==> config.mk <==
export PLATFORM = sky130hd
export DESIGN_NAME = instr_seq_ctrl
export DESIGN_NICKNAME = d
export VERILOG_FILES = /design/src/rtl/ctrl_pkg.sv /design/src/rtl/instr_decode.sv /design/src/rtl/instr_seq_ctrl.sv
export SDC_FILE = /design/constraint.sdc
export NUM_CORES = 1
export LEC_CHECK = 0
export ABC_AREA = 1
export BUFFER_PORTS_ARGS = -buffer_cell sky130_fd_sc_hd__buf_2
export CAP_MARGIN = 15
export CORE_MARGIN = 2
export CORE_UTILIZATION = 40
export DETAILED_ROUTE_END_ITERATION = 7
export GPL_TIMING_DRIVEN = 0
export PLACE_DENSITY = 0.7
export SLEW_MARGIN = 20
export SYNTH_ARGS = -nofsm -noshare
export SYNTH_HDL_FRONTEND = slang
export SYNTH_SLANG_ARGS = --single-unit
==> constraint.sdc <==
create_clock -name clk -period 1.37 [get_ports clk]
set_input_delay 0.137 -clock clk [delete_from_list [all_inputs] [get_ports clk]]
set_output_delay 0.137 -clock clk [all_outputs]
set_load 0.02 [all_outputs]
==> src/rtl/ctrl_pkg.sv <==
// Shared types and ISA constants for the instruction sequencing controller.
package ctrl_pkg;

    // Field widths of the fixed 16-bit instruction format.
    localparam int INSTR_W = 16;
    localparam int OPC_W   = 3;
    localparam int OP_W    = 2;
    localparam int REG_W   = 3;
    localparam int SH_W    = 2;
    localparam int IMM8_W  = 8;

    // Opcode and op field encodings.
    localparam logic [OPC_W-1:0] OPC_MOV    = 3'b110;
    localparam logic [OPC_W-1:0] OPC_ALU    = 3'b101;
    localparam logic [OP_W-1:0]  OP_MOV_IMM = 2'b10;
    localparam logic [OP_W-1:0]  OP_MOV_REG = 2'b00;
    localparam logic [OP_W-1:0]  OP_ADD     = 2'b00;
    localparam logic [OP_W-1:0]  OP_CMP     = 2'b01;
    localparam logic [OP_W-1:0]  OP_AND     = 2'b10;
    localparam logic [OP_W-1:0]  OP_MVN     = 2'b11;

    // Controller states; all eight encodings of the 3-bit register are used.
    typedef enum logic [2:0] {
        IDLE,
        DECODE,
        GET_A,
        GET_B,
        EXEC,
        WR_IMM,
        WR_RES,
        DONE
    } state_t;

    // Instruction classes, one per distinct state sequence.
    typedef enum logic [2:0] {
        CLS_MOV_IMM,   // immediate to Rn
        CLS_MOV_REG,   // shifted Rm to Rd, ALU A forced to zero
        CLS_ALU_AB,    // ADD / AND: reads Rn and Rm, writes Rd
        CLS_ALU_B,     // MVN: reads Rm only, writes Rd
        CLS_CMP,       // reads Rn and Rm, updates status only
        CLS_ILLEGAL
    } instr_class_t;

endpackage

==> src/rtl/instr_decode.sv <==
// Combinational field extraction and classification of the latched instruction.
module instr_decode
    import ctrl_pkg::*;
#(
    parameter int W    = 16,
    parameter int RN_W = 3
) (
    input  logic [W-1:0]    instr_q,
    output logic [RN_W-1:0] rn,
    output logic [RN_W-1:0] rd,
    output logic [RN_W-1:0] rm,
    output logic [1:0]      sh,
    output logic [1:0]      op,
    output logic [W-1:0]    sximm8,
    output instr_class_t    instr_class,
    output logic            illegal
);

    logic [OPC_W-1:0] opcode;

    assign opcode = instr_q[15:13];
    assign op     = instr_q[12:11];
    assign rn     = instr_q[10:8];
    assign rd     = instr_q[7:5];
    assign sh     = instr_q[4:3];
    assign rm     = instr_q[2:0];
    assign sximm8 = {{(W-IMM8_W){instr_q[IMM8_W-1]}}, instr_q[IMM8_W-1:0]};

    // Map opcode/op onto the sequence class; anything unlisted is illegal.
    always_comb begin
        instr_class = CLS_ILLEGAL;
        if (opcode == OPC_MOV) begin
            if (op == OP_MOV_IMM)      instr_class = CLS_MOV_IMM;
            else if (op == OP_MOV_REG) instr_class = CLS_MOV_REG;
        end else if (opcode == OPC_ALU) begin
            case (op)
                OP_ADD:  instr_class = CLS_ALU_AB;
                OP_AND:  instr_class = CLS_ALU_AB;
                OP_CMP:  instr_class = CLS_CMP;
                default: instr_class = CLS_ALU_B;
            endcase
        end
    end

    assign illegal = (instr_class == CLS_ILLEGAL);

endmodule

==> src/rtl/instr_seq_ctrl.sv <==
// Multi-cycle controller: latches an instruction on start, then steps the
// regfile reads, ALU execute and write-back with Moore-decoded controls.
module instr_seq_ctrl
    import ctrl_pkg::*;
#(
    parameter int W    = 16,
    parameter int RN_W = 3
) (
    input  logic            clk,
    input  logic            rst_n,
    input  logic            start,
    input  logic [W-1:0]    instr,
    output logic            done,
    output logic            busy,
    output logic            illegal,
    output logic [RN_W-1:0] readnum,
    output logic [RN_W-1:0] writenum,
    output logic            write,
    output logic            loada,
    output logic            loadb,
    output logic            loadc,
    output logic            loads,
    output logic            asel,
    output logic            vsel,
    output logic [W-1:0]    sximm8,
    output logic [1:0]      shift,
    output logic [1:0]      alu_op
);

    state_t          state, state_nx;
    logic [W-1:0]    instr_q;
    logic [RN_W-1:0] rn, rd, rm;
    logic [1:0]      sh, op;
    logic [W-1:0]    imm_sx;
    instr_class_t    instr_class;
    logic            dec_illegal;
    logic            is_alu;

    instr_decode #(
        .W    (W),
        .RN_W (RN_W)
    ) u_decode (
        .instr_q     (instr_q),
        .rn          (rn),
        .rd          (rd),
        .rm          (rm),
        .sh          (sh),
        .op          (op),
        .sximm8      (imm_sx),
        .instr_class (instr_class),
        .illegal     (dec_illegal)
    );

    assign is_alu = (instr_class == CLS_ALU_AB) || (instr_class == CLS_ALU_B) ||
                    (instr_class == CLS_CMP);

    // Instruction latch: captured only when a request is accepted in IDLE.
    always_ff @(posedge clk or negedge rst_n) begin
        if (!rst_n)                       instr_q <= '0;
        else if (state == IDLE && start)  instr_q <= instr;
    end

    // State register.
    always_ff @(posedge clk or negedge rst_n) begin
        if (!rst_n) state <= IDLE;
        else        state <= state_nx;
    end

    // Next-state sequencing and Moore output decode.
    always_comb begin
        state_nx = IDLE;
        done     = 1'b0;
        busy     = 1'b1;
        illegal  = 1'b0;
        readnum  = '0;
        writenum = '0;
        write    = 1'b0;
        loada    = 1'b0;
        loadb    = 1'b0;
        loadc    = 1'b0;
        loads    = 1'b0;
        asel     = 1'b0;
        vsel     = 1'b0;
        sximm8   = imm_sx;
        shift    = sh;
        alu_op   = op;
        case (state)
            IDLE: begin
                busy     = 1'b0;
                state_nx = start ? DECODE : IDLE;
            end
            DECODE: begin
                case (instr_class)
                    CLS_MOV_IMM: state_nx = WR_IMM;
                    CLS_MOV_REG: state_nx = GET_B;
                    CLS_ALU_B:   state_nx = GET_B;
                    CLS_ALU_AB:  state_nx = GET_A;
                    CLS_CMP:     state_nx = GET_A;
                    default:     state_nx = DONE;
                endcase
            end
            GET_A: begin
                readnum  = rn;
                loada    = 1'b1;
                state_nx = GET_B;
            end
            GET_B: begin
                readnum  = rm;
                loadb    = 1'b1;
                state_nx = EXEC;
            end
            EXEC: begin
                loadc    = (instr_class != CLS_CMP);
                loads    = is_alu;
                asel     = (instr_class == CLS_MOV_REG);
                state_nx = (instr_class == CLS_CMP) ? DONE : WR_RES;
            end
            WR_IMM: begin
                writenum = rn;
                vsel     = 1'b1;
                write    = 1'b1;
                state_nx = DONE;
            end
            WR_RES: begin
                writenum = rd;
                write    = 1'b1;
                state_nx = DONE;
            end
            DONE: begin
                done     = 1'b1;
                illegal  = dec_illegal;
                state_nx = IDLE;
            end
            default: begin
                busy     = 1'b0;
                state_nx = IDLE;
            end
        endcase
    end

endmodule

==> results of run 1 <==
## layout by cell type, fill, tap and decap left out, types with 4 or more instances in the layout
master and count:
buf_4 41, nor2_4 9, dfrtp_1 17, nand3_4 5, nand2_4 6, nor2_1 6
inv_4 4, inv_1 20, buf_6 18, a21oi_2 9, nand2_2 10, buf_2 38
o21ai_2 7, nand2_1 14
## timing repair
action,4_1_cts,5_1_grt
hold buffers,1,0
hold endpoints to repair,19,0
gates resized for setup,48,53
setup buffers,17,6
endpoints found under the setup margin,14,34
pin swaps,10,16
cloned,0,4
## per-layer routing
| metal | track usage [%] | wire [µm] | vias up |
|---|---|---|---|
| met3 | 2.62 | 339 | 21 |
| met1 | 22.6 | 1620 | 606 |
| met2 | 30.9 | 2270 | 84 |
| met4 | 4.87 | 189 | 0 |
| met5 | 0 | 0 | - |
| li1 | - | - | 626 |
## area by class of cell
cell class | count | share of cell area [%]
Tap cell | 33 | 1.90
Timing Repair Buffer | 80 | 28.7
Sequential cell | 19 | 22.0
Multi-Input combinational cell | 83 | 31.4
Clock buffer | 4 | 1.21
Inverter | 27 | 5.11
Buffer | 24 | 9.71
## through the flow
| step | total power [µW] | setup TNS [ns] | util, % |
|---|---|---|---|
| 6_report | 5450 | -3.46 | 73.1 |
| 5_1_grt | 5710 | -5.56 | 73.1 |
| 4_1_cts | 4610 | -1.08 | 62.4 |
| 3_5_place_dp | 3560 | 0 | 51.8 |
| 3_3_place_gp | 3530 | 0 | 51.8 |
| 2_1_floorplan | 2900 | 0 | - |
## cells by family (layout without fill, tap and decap cells)
logic type | after synthesis | after routing | synth area share (%)
AOI/OAI and AO/OA | 22 | 22 | 14.1
buffers and inverters | 51 | 135 | 24.1
DFF | 19 | 19 | 38.7
and+or+nand+nor | 60 | 61 | 23.1
## power breakdown
| group | switching [µW] | internal (µW) |
|---|---|---|
| sequential | 337 | 823 |
| combinational | 2140 | 1860 |
| clock | 177 | 113 |
| total | 2650 | 2800 |
## cells in the mapped netlist
master / count
nand2_1: 30
inv_1: 25
buf_4: 20
dfrtp_1: 19
nor2_1: 10
a21oi_2: 9
nand3_1: 7
o21ai_2: 7
nor2_2: 6
buf_6: 4
o21ai_0: 3
o22ai_1: 3
inv_2: 2
nand4_1: 2
nor3_1: 2
nand3_4: 1
nor2_4: 1
nor3_2: 1
## registers in the layout, summed over array words and instances (netlist names)
name	count
instr_q	16
state	3
## worst reg2reg max path, cell delays in order, from the launching register on
cell,delay (ns)
dfrtp_1,0.39
buf_6,0.15
buf_6,0.13
nor2_4,0.12
buf_6,0.14
nand3_4,0.14
clkbuf_16,0.22
nand2_4,0.06
o21ai_2,0.06
## worst min-delay path by stage
| stage | startpoint | endpoint | slack (ns) | cells past startpoint |
|---|---|---|---|---|
| global placement | rst_n | state[1]$_DFF_PN0_ | 0.10 | 1 |
| floorplan | rst_n | instr_q[0]$_DFFE_PN0P_ | -0.16 | 0 |
| CTS | instr[15] | instr_q[15]$_DFFE_PN0P_ | 0.07 | 3 |
| detailed placement | rst_n | state[1]$_DFF_PN0_ | 0.10 | 1 |
| global route | instr[3] | instr_q[3]$_DFFE_PN0P_ | 0.06 | 3 |
| finish | instr[1] | instr_q[1]$_DFFE_PN0P_ | 0.06 | 3 |
==> metrics.txt, run 1 <==
worst slew pin tran 0.476 ns; clock latency on the worst-skew pair 0.29 ns; worst r2r dst instr_q[2]$_DFFE_PN0P_; area of the multi-input gates 684 µm²; Setup crit start state[0]$_DFF_PN0_; Final Max Slew Viols 0; Crit Path Class flip-flop to primary output; Hold Vio Cnt, Final 0; top post-synthesis cells by area dfrtp_1 39%, buf_4 12%, nand2_1 9.2%; Syn Inst Count 152; final net count 257; max-cap violations 0; Reg2Reg Setup Slack -0.13 ns; Worst Setup EP asel; filler cell count 186; Port-buffer cells 54; outcome finished, violations left; Design Area, Final 2180 µm²; Worst Hold Class input port to flip-flop; Netlist cell types 18; # IOs 55; via count 1,337; slowest stage delay, CP 0.51 ns; core area 2980 µm²; Initial Util 41.3%; R2R Path Start state[1]$_DFF_PN0_; Net Count, Synth 171; Worst Path Arrival 1.49 ns; fin cells 270; DRT Pass-1 Iters 4; synth warn 0; Final Hold Slack 0.0644 ns; die width 59.5 µm; violated checks negative setup slack; die area 3530 µm²; fraction of layout cells with a size suffix above 1 72.2%; num rows 20; critical path's top delay family simple AND/OR/NAND/NOR gates; Area Growth Syn to Fin 77.0%; die extent in y 59.5 µm; vias in the first global route 1,052; pre-CTS WS 0.0507 ns; synthesized flop and latch total 19; fin crit share 119%; Post-Syn Area 1230 µm²; Slew HR 68.3%; highest clock rate 614 MHz; Mapped Avg Cell Area 8.09 µm²; leakage 0.00112 µW; Iteration-0 DRC Markers 82; r2r worst-path depth 8; Worst setup SP type flip-flop; GRT Util Overall 17.7%; RSZ-0062 raised after global routing true; Area after DPL 1540 µm²; CTS tree yes; clock root buffer clkbuf_4; Worst Clk Skew 0.00201 ns; htree depth 1; Clock Sinks 19; Crit-path slowest cell dfrtp_2; first-pass GRT wire length 4710 µm; Inserted Diodes 0; CP Buf/Inv Count 1; CP Cell Sequence nor3_4 -> nand3_1 -> nor2_1 -> buf_4; Reg area 478 µm²; gr ovfl total 0; pin count of the biggest net entering global routing 20; area fraction of the dominant cell type after synthesis 38.7%; clock slew at reported path FFs 0.11 ns; gp weighted congestion 0.813; initial antenna violation count 0; Yosys top cell by area dfrtp_1; Antenna Nets Post-Route 0; sequential element share of the synthesized area 38.7%; Stages on worst setup path 4; critical path endpoint category primary output; Final WS setup -0.260 ns; number of CTS-inserted buffers 3; Tmin final 1.63 ns; WL/cell 16.4 µm; Final HPWL DP 1980 µm; Peak VDD IR 1.09 mV; P per Cell Area 2500 nW/µm²; Routed WL 4420 µm; DP Cell Count 239; Crit Path Max Fanout 4; DRC viols 0; Max Buffers Root-to-Sink 2; vias per inst 4.95; # setup viols final 35; CP required 1.23 ns
(Power assumes the default switching activity.)
==> run 2, diff against run 1 <==
--- a/config.mk
+++ b/config.mk
@@ -12,8 +12,9 @@
 export CORE_UTILIZATION = 40
 export DETAILED_ROUTE_END_ITERATION = 7
 export GPL_TIMING_DRIVEN = 0
-export PLACE_DENSITY = 0.7
+export PLACE_DENSITY = 0.68
 export SLEW_MARGIN = 20
 export SYNTH_ARGS = -nofsm -noshare
 export SYNTH_HDL_FRONTEND = slang
+export SYNTH_HIERARCHICAL = 1
 export SYNTH_SLANG_ARGS = --single-unit
==> metrics.txt, run 2 <==
Slew HR 70.5%; Routed WL 4030 µm; Syn Inst Count 183; initial antenna violation count 0; gp weighted congestion 0.740; Worst Path Arrival 1.64 ns; ys flop type dfrtp_1; Final Max Slew Viols 0; GRT Util Overall 17.5%; slowest stage delay, CP 0.44 ns; area fraction of the dominant cell type after synthesis 34.0%; Area Growth Syn to Fin 76.1%; Hold Vio Cnt, Final 0; Peak VDD IR 1.04 mV; Clock Sinks 19; met3 global-route usage 2.86%; gr ovfl total 0; vias in the first global route 1,282; met1 Usage GRT 21.7%; Iteration-0 DRC Markers 38; synthesized flop and latch total 19; asr flop ratio synth 100%; WL/cell 12.5 µm; most common cell after layout, fill and taps aside buf_4; clock slew at reported path FFs 0.12 ns; outcome finished, violations left; Mapped Avg Cell Area 7.65 µm²; Post-Syn Area 1400 µm²; core area 3340 µm²; worst slew pin tran 0.442 ns; violated checks negative setup slack; CP required 1.23 ns; TNS Setup -5.91 ns; final net count 296; largest reg by FF count instr_q; Crit-path slowest cell dfrtp_2; fin crit share 130%; top post-synthesis cells by area dfrtp_1 34%, buf_4 16%, o21ai_2 10%; Final HPWL DP 2080 µm; first-pass GRT wire length 5510 µm; Area after DPL 1760 µm²; Tmin final 1.78 ns; CTS tree yes; DRT Pass-1 Iters 4; Net Count, Synth 202; number of synthesized flops with an enable pin 0; clock root buffer clkbuf_4; Inserted Diodes 0; critical path endpoint category primary output; pin count of the biggest net entering global routing 20; highest clock rate 563 MHz; Worst setup SP type flip-flop; met2 usage 30.1%; num rows 21; Port-buffer cells 54; busiest grt layer met2; Initial Util 42.0%; sequential element share of the synthesized area 34.0%; via count 1,427; top-count cell post-synth nand2_1; Max Buffers Root-to-Sink 2; max reg flops 16; htree depth 1; Crit Path Max Fanout 4; filler cell count 244; leakage 0.00132 µW; R2R Path Start state[1]$_DFF_PN0_; die area 3990 µm²; fraction of layout cells with a size suffix above 1 74.3%; Post-synth top cells 37 x nand2_1, 36 x inv_1, 30 x buf_4, 19 x dfrtp_1, 16 x o21ai_2; die width 63.2 µm; Worst Hold Class input port to flip-flop; number of CTS-inserted buffers 3; max-cap violations 0; CP Cell Sequence buf_6 -> nand3_4 -> nand2_2 -> nand3_4 -> nor2_4 -> nand2_2 -> a21oi_4 -> buf_6; Netlist cell types 19; Setup crit start instr_q[13]$_DFFE_PN0P_; Worst Clk Skew 0.00451 ns; # setup viols final 35; synth warn 6; Total Power 5950 µW; RSZ-0062 raised after global routing true; largest registers instr_q: 16 flops, state: 3 flops; Antenna Nets Post-Route 0; P per Cell Area 2410 nW/µm²; clock latency on the worst-skew pair 0.31 ns; die extent in y 63.2 µm; Yosys top cell by area dfrtp_1; Design Area, Final 2470 µm²; Final WS setup -0.407 ns; # IOs 55; Hold Crit Start instr[12]; DRC viols 0; Crit Path Class flip-flop to primary output; vias per inst 4.43; most frequent cells in the layout 55 x buf_4, 38 x buf_2, 25 x inv_1, 24 x buf_6, 19 x nand2_1
[run 2: kinds of logic (layout without fill, tap and decap cells)]
family	after synthesis	after routing	synth area share [%]
AOI/OAI and AO/OA	27	27	14.2
buffers and inverters	72	165	29.5
DFF	19	19	34.0
and+or+nand+nor	65	65	22.3
[run 2: power by group]
part	switching (µW)	internal [µW]	total, µW
combinational	2220	2230	4450
clock	193	109	302
sequential	361	837	1200
total	2770	3180	5950
[run 2: cell type report]
class / count / area (µm²) / area share (%)
timing repair buffer: 89 / 693 / 28.1
multi-input combinational: 92 / 757 / 30.7
tap: 46 / 57.6 / 2.33
sequential: 19 / 483 / 19.6
inverter: 38 / 158 / 6.39
clock buffer: 3 / 22.5 / 0.913
clock inverter: 1 / 5.00 / 0.203
buffer: 34 / 290 / 11.8
[run 2: metrics by stage]
step | hold WS, ns | setup slack, ns | instances | utilization [%]
final | 0.0490 | -0.407 | 322 | 73.9
after floorplan | -0.159 | 0.0129 | 183 | -
after global placement | 0.106 | -0.181 | 283 | 52.7
after global routing | 0.0411 | -0.494 | 322 | 73.9
after CTS | 0.0532 | -0.376 | 306 | 64.2
after detailed placement | 0.102 | -0.189 | 283 | 52.7
[run 2: worst paths after layout]
kind,end,slack (ns),cells past startpoint
min in group asynchronous,instr_q[12]$_DFFE_PN0P_,0.29,2
worst min register to register,instr_q[8]$_DFFE_PN0P_,0.50,2
worst max-delay path,loads,-0.41,8
max in group asynchronous,instr_q[7]$_DFFE_PN0P_,0.75,2
worst min-delay path,instr_q[12]$_DFFE_PN0P_,0.05,3
worst max register to register,instr_q[15]$_DFFE_PN0P_,-0.19,9
[run 2: worst max-delay path, delay by kind of cell (launching register included)]
kind / cells / cell delay, ns
AOI/OAI and AO/OA: 1 / 0.13
buffers and inverters: 2 / 0.25
DFF: 1 / 0.44
and+or+nand+nor: 5 / 0.50
[run 2: what timing repair did]
item,in CTS,in global routing
setup endpoints to repair,18,34
hold buffers,1,0
gates cloned,0,2
setup buffers,18,15
endpoints found under the hold margin,19,0
resized for setup,71,50
pin swaps,9,11
[run 2: layer usage]
metal | part of all wire, % | vias to the layer above
li1 | - | 714
met1 | 40 | 648
met2 | 52 | 51
met3 | 4.3 | 14
met4 | 3.0 | 0
met5 | 0 | -
